<file path="src/rtl/apb_pkg.sv">
// apb_pkg: definitions shared by the APB initiator and its users.
//   - apb_state_e : initiator FSM state encoding
//   - apb_rsp_t   : response payload (error flag + read data)
//   - APB_DATA_W  : APB data bus width
//   - APB_ADDR_W_DEFAULT : default APB address width
package apb_pkg;

    localparam int APB_DATA_W         = 32;
    localparam int APB_ADDR_W_DEFAULT = 16;

    typedef enum logic [1:0] {
        IDLE   = 2'd0,
        SETUP  = 2'd1,
        ACCESS = 2'd2,
        RESP   = 2'd3
    } apb_state_e;

    typedef struct packed {
        logic                  err;
        logic [APB_DATA_W-1:0] rdata;
    } apb_rsp_t;

endpackage

</file>
<file path="src/rtl/apb_initiator.sv">
// apb_initiator: turns single-beat read/write commands into APB transfers.
// One transfer in flight at a time; slave wait states are honoured and the
// result is returned on a valid/ready response channel.
//
// Optional feature (macro APB_TIMEOUT_EN): an ACCESS-phase watchdog aborts a
// transfer whose slave stalls for too long and reports it as an error.
//
// Ports:
//   pclk, presetn            clock, asynchronous active-low reset
//   cmd_valid/cmd_ready      command handshake (ready only while IDLE)
//   cmd_write/addr/wdata     command payload
//   rsp_valid/rsp_ready      response handshake
//   rsp_rdata/rsp_err        response payload (rdata = 0 for writes)
//   paddr/psel/penable/pwrite/pwdata   APB requester outputs (registered)
//   prdata/pready/pslverr    APB completer inputs
module apb_initiator
    import apb_pkg::*;
#(
    parameter int APB_ADDR_W     = APB_ADDR_W_DEFAULT,
    parameter int TIMEOUT_CYCLES = 255,
    parameter int TIMEOUT_W      = 8
) (
    input  logic                  pclk,
    input  logic                  presetn,
    input  logic                  cmd_valid,
    output logic                  cmd_ready,
    input  logic                  cmd_write,
    input  logic [APB_ADDR_W-1:0] cmd_addr,
    input  logic [APB_DATA_W-1:0] cmd_wdata,
    output logic                  rsp_valid,
    input  logic                  rsp_ready,
    output logic [APB_DATA_W-1:0] rsp_rdata,
    output logic                  rsp_err,
    output logic [APB_ADDR_W-1:0] paddr,
    output logic                  psel,
    output logic                  penable,
    output logic                  pwrite,
    output logic [APB_DATA_W-1:0] pwdata,
    input  logic [APB_DATA_W-1:0] prdata,
    input  logic                  pready,
    input  logic                  pslverr
);

    // The watchdog counter must be able to reach its limit.
    if (TIMEOUT_CYCLES >= (2 ** TIMEOUT_W)) begin : g_bad_timeout
        $error("TIMEOUT_W too narrow for TIMEOUT_CYCLES");
    end

    apb_state_e state;
    apb_rsp_t   rsp_q;

`ifdef APB_TIMEOUT_EN
    logic [TIMEOUT_W-1:0] to_cnt;
`endif

    assign cmd_ready = (state == IDLE);
    assign rsp_rdata = rsp_q.rdata;
    assign rsp_err   = rsp_q.err;

    always_ff @(posedge pclk or negedge presetn) begin
        if (!presetn) begin
            state     <= IDLE;
            psel      <= 1'b0;
            penable   <= 1'b0;
            pwrite    <= 1'b0;
            paddr     <= '0;
            pwdata    <= '0;
            rsp_valid <= 1'b0;
            rsp_q     <= '0;
`ifdef APB_TIMEOUT_EN
            to_cnt    <= '0;
`endif
        end else begin
            case (state)
                IDLE: begin
                    if (cmd_valid) begin
                        paddr  <= cmd_addr;
                        pwrite <= cmd_write;
                        pwdata <= cmd_wdata;
                        psel   <= 1'b1;
                        state  <= SETUP;
                    end
                end
                SETUP: begin
                    penable <= 1'b1;
`ifdef APB_TIMEOUT_EN
                    to_cnt  <= '0;
`endif
                    state   <= ACCESS;
                end
                ACCESS: begin
                    // Completion takes priority over the watchdog limit.
                    if (pready) begin
                        rsp_q.rdata <= pwrite ? '0 : prdata;
                        rsp_q.err   <= pslverr;
                        psel        <= 1'b0;
                        penable     <= 1'b0;
                        rsp_valid   <= 1'b1;
                        state       <= RESP;
                    end
`ifdef APB_TIMEOUT_EN
                    else if (to_cnt == TIMEOUT_W'(TIMEOUT_CYCLES)) begin
                        rsp_q.rdata <= '0;
                        rsp_q.err   <= 1'b1;
                        psel        <= 1'b0;
                        penable     <= 1'b0;
                        rsp_valid   <= 1'b1;
                        state       <= RESP;
                    end else begin
                        to_cnt <= to_cnt + 1'b1;
                    end
`endif
                end
                RESP: begin
                    // rsp_q is left alone so the last result stays readable.
                    if (rsp_ready) begin
                        rsp_valid <= 1'b0;
                        state     <= IDLE;
                    end
                end
                default: state <= IDLE;
            endcase
        end
    end

endmodule
</file>
<file path="config.mk">
export PLATFORM = sky130hd
export DESIGN_NAME = apb_initiator
export DESIGN_NICKNAME = d
export VERILOG_FILES = /design/src/rtl/apb_pkg.sv /design/src/rtl/apb_initiator.sv
export SDC_FILE = /design/constraint.sdc
export NUM_CORES = 1
export LEC_CHECK = 0
export ABC_AREA = 1
export BUFFER_PORTS_ARGS = -buffer_cell sky130_fd_sc_hd__buf_2
export CAP_MARGIN = 25
export CORE_MARGIN = 2
export CORE_UTILIZATION = 42
export DETAILED_ROUTE_END_ITERATION = 10
export PLACE_DENSITY = 0.76
export SLEW_MARGIN = 20
export SYNTH_ARGS = -nofsm -noshare
export SYNTH_HDL_FRONTEND = slang
export SYNTH_SLANG_ARGS = --single-unit
</file>
<file path="constraint.sdc">
create_clock -name pclk -period 1.4 [get_ports pclk]
set_input_delay 0.14 -clock pclk [delete_from_list [all_inputs] [get_ports pclk]]
set_output_delay 0.14 -clock pclk [all_outputs]
set_load 0.02 [all_outputs]
</file>
==> run_results.csv, run 1 <==
group,metric,value,unit
run_status,status,"finished, final reports clean",
die,core-area,8593,um2
drt,first_pass_iters,4,
pwr,p_total,11.54,mW
min_path,hold_path_class,"primary input to flip-flop",
critical_path,crit_family,"flip-flops",
critical_path,criticalPathCategory,"flip-flop to primary output",
critical_path,start_kind,"flip-flop",
sta,min_period,1.386,ns
critical_path,r2r_cells,6,
die,dieHeight,97.30,um
die,start_util,42.55,%
clocking,cts_root_buffer,"clkbuf_8",
logic_synthesis,synth.most_common_cell,"nand2_1",
run,drv_cap,0,
clocking,clkLatencyLatePin,0.34,ns
logic_synthesis,postSynthAreaPerCell,9.005,um2
layout,area_delta_synth_final,33.95,%
drt,wl,9.187,mm
global_routing,grt_pass1_wl,14.90,mm
drt,wl_per_cell,13.35,um
layout,nets,670,
logic_synthesis,async_reset_ff_share,100.0,%
drt,post-route-drc-count,0,
logic_synthesis,synthTopCellsByCount,"180 x nand2_1, 87 x dfrtp_1, 52 x nand3_1",
sta,post-route-period-util,98.99,%
critical_path,cp_slowest_stage_delay,0.41,ns
global_routing,grt_pass1_vias,3250,
logic_synthesis,synth_ff_type,"dfrtp_1",
die,die_area,9467,um2
logic_synthesis,synthCells,406,
pwr,ir_drop,1013,uV
critical_path,path_buf_inv,2,
pwr,power.leakage,2.794,nW
logic_synthesis,netlist.area_leader.share,59.55,%
sta,tightest_slew,0.3072,ns
clocking,cts.htree.levels,3,
place,place_ws,0.03541,ns
critical_path,crit_fanout,4,
drt,vias_per_cell,4.850,
global_routing,grt_use_total,19.07,%
logic_synthesis,synth_fp_nets,499,
sta,hold_viol,0,
drt,vias,3337,
sta,setup_viol,0,
die,io_pins,173,
logic_synthesis,ys_ff_latch,87,
clocking,cts_max_path_buffers,2,
sta,slew_headroom,79.52,%
sta,drv_slew,0,
global_routing,grt_max_degree,53,
pwr,p_per_area,2356,nW/um2
global_routing,grt-ovfl-total,0,
critical_path,crit_arrival,1.25,ns
drt,drt-initial-drc-count,153,
place,hpwlAfterDp,6.437,mm
layout,antennaDiodeCount,0,
clocking,clkSlewWorstSetupHoldPaths,0.09,ns
global_routing,antenna_found_initial,0,
critical_path,worst-endpoint-required,1.26,ns
logic_synthesis,yosysSeqAreaShare,59.55,%
critical_path,critPathCapture,"cmd_ready",
critical_path,path_cells,"inv_1 -> ha_2 -> buf_4",
logic_synthesis,yosys.area.top_type,"dfrtp_1",
drt,final_antenna_net_count,0,
critical_path,critPathLaunch,"state[1]",
critical_path,reg2reg_slack,0.05,ns
critical_path,worstReg2RegEnd,"pwrite",
critical_path,r2r_start,"state[1]",
critical_path,slowest_stage,"dfrtp_1",
logic_synthesis,synth-edff-count,0,
sta,worst_slack,0.01410,ns
logic_synthesis,yosys-top-cells-area,"dfrtp_1 60%, nand2_1 18%, nand3_1 7.1%, o21ai_0 3.1%, ha_1 2.1%",
logic_synthesis,ys_types,17,
sta,rsz0062_at_grt,"yes",
sta,finalClockSkew,0.01194,ns
layout,fin_util,56.99,%
logic_synthesis,yosysWarnings,0,
place,gp_congestion,0.8120,
clocking,cts_tree,"built",
layout,final_layout_size_suffix_gt1_share,36.72,%
clocking,cts.sinks,87,
critical_path,crit_cells,3,
logic_synthesis,synthesis.area,3656,um2
sta,fmax,0.7216,GHz
critical_path,critPathCaptureType,"primary output",
sta,tns,0,ns
clocking,cts_buffers,9,
die,rows,34,
die,die_x,97.30,um
place,port_buffers,172,
cell type report:
| class | count | area [um2] |
|---|---|---|
| tap | 108 | 135.1 |
| timing repair buffer | 186 | 1086 |
| inverter | 11 | 41.29 |
| clock inverter | 4 | 47.55 |
| multi-input combinational | 282 | 1272 |
| fill | 786 | 3696 |
| sequential | 87 | 2177 |
| clock buffer | 10 | 137.6 |
sequential cells by signal (all words and copies together), names as in the netlist:
register   flops
pwrite         1
penable        1
pwdata        32
rsp_valid      1
rsp_rdata     32
rsp_err        1
psel           1
state          2
paddr         16
repair_timing:
action                     4_1_cts  5_1_grt
buffers inserted                 1        0
resized for setup                3        5
hold buffers                     1        0
setup endpoints to repair        1       52
gates cloned                     0        1
hold endpoints to repair        87        0
worst register-to-register path, delay by kind of cell, from the launching register on:
family	cells	cell delay [ns]
DFF	1	0.41
buffers and inverters	2	0.30
adders and majority gates	1	0.25
and+or+nand+nor	2	0.22
AOI/OAI and AO/OA	1	0.04
placed cells by master, fill, tap and decap left out, types with 2 or more instances in the layout:
master	instances
ha_1	3
nand3_1	52
buf_4	5
nor2_1	5
nand2_1	179
o21ai_2	7
dfrtp_1	87
buf_12	7
inv_1	10
buf_6	2
o21ai_1	4
clkbuf_8	10
nand2_2	2
clkinv_2	2
ha_2	3
o21ai_0	23
buf_2	170
through the flow:
step / std cells / area [um2] / hold slack, ns
floorplan: 406 / 3656 / -0.1556
global placement: 671 / 4647 / 0.04609
detailed placement: 671 / 4647 / 0.04973
CTS: 687 / 4855 / 0.007497
global route: 688 / 4897 / 0.01018
finish: 688 / 4897 / 0.02566
power breakdown:
part           switching (mW)  total (mW)  internal (mW)
Clock                   0.857        1.71          0.849
Sequential              0.611        4.27           3.66
Combinational            3.63        5.56           1.94
Total                    5.09        11.5           6.45
kinds of logic after synthesis:
| family | share of synthesized area (%) |
|---|---|
| buffers and inverters | 6.057 |
| DFF | 59.55 |
| and+or+nand+nor | 26.63 |
| AOI/OAI and AO/OA | 5.715 |
| adders and majority gates | 2.053 |
worst min-delay path by stage:
stage | start | cells past startpoint | to | slack [ns]
floorplan | presetn | 0 | paddr[0] | -0.16
global route | prdata[25] | 3 | rsp_rdata[25] | 0.01
finish | cmd_wdata[7] | 3 | pwdata[7] | 0.03
detailed placement | presetn | 1 | rsp_rdata[8] | 0.05
global placement | presetn | 1 | rsp_rdata[8] | 0.05
CTS | cmd_wdata[7] | 3 | pwdata[7] | 0.007
routing by layer:
metal	routed length (um)	global-route usage, %
met1	4063	25.63
met3	551	3.741
met4	83	5.662
met5	0	0
met2	4490	31.62
No activity file was read; power rests on OpenSTA's default activity.
==> inputs of run 2 (changes only) <==
PLACE_DENSITY = unset   (was 0.76)
PLACE_DENSITY_LB_ADDON = 0.15   (was unset)
==> run_results.csv, run 2 (synthesized netlist as in run 1, its figures left out) <==
group,metric,value,unit
min_path,hold_path_depth,3,
critical_path,cp_slowest_stage_delay,0.39,ns
min_path,min_to,"paddr[7]",
critical_path,slowest_stage,"dfrtp_1",
layout,fin_util,57.62,%
global_routing,grt-ovfl-total,0,
global_routing,grt_pass1_vias,3084,
critical_path,r2r_cells,6,
global_routing,grt_use_total,18.82,%
critical_path,critPathCaptureType,"primary output",
run_status,status,"finished, final reports clean",
die,rows,34,
global_routing,grt_pass1_wl,14.49,mm
layout,area_delta_synth_final,35.42,%
die,dieHeight,97.30,um
drt,wl_per_cell,12.57,um
sta,min_period,1.351,ns
critical_path,reg2reg_slack,0.05,ns
clocking,clkLatencyLatePin,0.35,ns
sta,rsz0062_at_grt,"yes",
drt,first_pass_iters,4,
drt,vias_per_cell,4.696,
die,io_pins,173,
clocking,cts_max_path_buffers,2,
layout,final_cell_mix,"179 x nand2_1, 171 x buf_2, 87 x dfrtp_1",
die,core-area,8593,um2
critical_path,worstReg2RegEnd,"pwdata[13]",
place,hpwlAfterDp,6.204,mm
layout,antennaDiodeCount,0,
critical_path,start_kind,"flip-flop",
global_routing,grt_max_degree,53,
pwr,power.leakage,2.809,nW
clocking,clkSlewWorstSetupHoldPaths,0.08,ns
sta,hold_viol,0,
drt,vias,3287,
critical_path,path_cells,"inv_1 -> ha_4 -> buf_2",
place,gp_congestion,0.8018,
min_path,hold_path_class,"primary input to flip-flop",
die,die_x,97.30,um
sta,setup_viol,0,
critical_path,r2r_start,"state[1]",
layout,final_common_cell,"nand2_1",
drt,final_antenna_net_count,0,
clocking,cts_root_buffer,"clkbuf_8",
pwr,ir_drop,1239,uV
clocking,cts.sinks,87,
critical_path,crit_fanout,4,
sta,slew_headroom,72.62,%
drt,wl,8.796,mm
drt,drt-initial-drc-count,87,
clocking,cts_tree,"built",
sta,fmax,0.7401,GHz
sta,tns,0,ns
clocking,cts.htree.levels,3,
layout,final_layout_size_suffix_gt1_share,36.66,%
critical_path,worst-endpoint-required,1.26,ns
min_path,worstHoldStart,"cmd_addr[7]",
layout,nets,680,
clocking,cts_buffers,9,
die,start_util,42.55,%
run,drv_cap,0,
sta,drv_slew,0,
critical_path,crit_arrival,1.21,ns
sta,tightest_slew,0.4107,ns
critical_path,criticalPathCategory,"flip-flop to primary output",
place,port_buffers,172,
pwr,p_total,11.40,mW
global_routing,antenna_found_initial,0,
die,die_area,9467,um2
drt,post-route-drc-count,0,
sta,post-route-period-util,96.51,%
sta,finalClockSkew,0.008639,ns
pwr,p_per_area,2302,nW/um2
[run 2: cell count changes in the layout (fill, tap and decap cells not counted), moves of 2 or more]
cell,change
buf_12,-2
clkinv_2,-2
ha_2,-2
buf_4,+6
clkbuf_1,+2
dlygate4sd3_1,+5
clkinvlp_4,+2
[run 2: layout make-up]
type                       instances  area [um2]
fill                             829        3642
sequential                        87        2177
multi-input combinational        282        1275
timing repair buffer             196        1146
clock buffer                      12       145.1
tap                              108       135.1
inverter                          11       41.29
clock inverter                     4       31.28
[run 2: per-stage QoR]
stage          cell area (um2)  hold WS, ns  setup WS (ns)  std cells
2_1_floorplan             3656      -0.1556        0.09713        406
3_3_place_gp              4652       0.1008         0.1205        675
5_1_grt                   4951     0.004011       -0.04328        700
6_report                  4951      0.01672        0.04884        700
4_1_cts                   4906    0.0001461        0.01002        699
3_5_place_dp              4652       0.1043        0.06030        675
[run 2: critical path, delay by kind of cell, from the launching register on]
| kind | cells | cell delay [ns] |
|---|---|---|
| flops | 1 | 0.39 |
| fa+ha+maj | 1 | 0.17 |
| buf+inv | 2 | 0.31 |
[run 2: layer usage]
layer,track usage (%),vias to the layer above,share of wire (%)
li1,-,1653,-
met3,6.043,14,8.7
met5,0,-,0
met4,7.158,0,2.1
met2,29.11,126,45
met1,24.92,1494,44
[run 2: what timing repair did]
action,CTS,global route
setup endpoints to repair,1,5
buffers inserted,2,0
gates resized for setup,2,5
gates cloned,0,1
hold buffers,6,0
endpoints found under the hold margin,31,0
[run 2: power by group]
| part | switching (mW) | internal [mW] |
|---|---|---|
| clock | 0.862 | 0.697 |
| sequential | 0.592 | 3.66 |
| combinational | 3.62 | 1.97 |
[run 2: worst max-delay path by stage]
stage | start | end | slack [ns] | cells past startpoint
floorplan | state[0] | rsp_rdata[0] | 0.1 | 7
global placement | state[0] | pwdata[2] | 0.12 | 6
detailed placement | state[0] | pwdata[13] | 0.06 | 6
CTS | state[1] | cmd_ready | 0.01 | 3
global route | state[1] | pwrite | -0.04 | 6
finish | state[1] | cmd_ready | 0.05 | 3
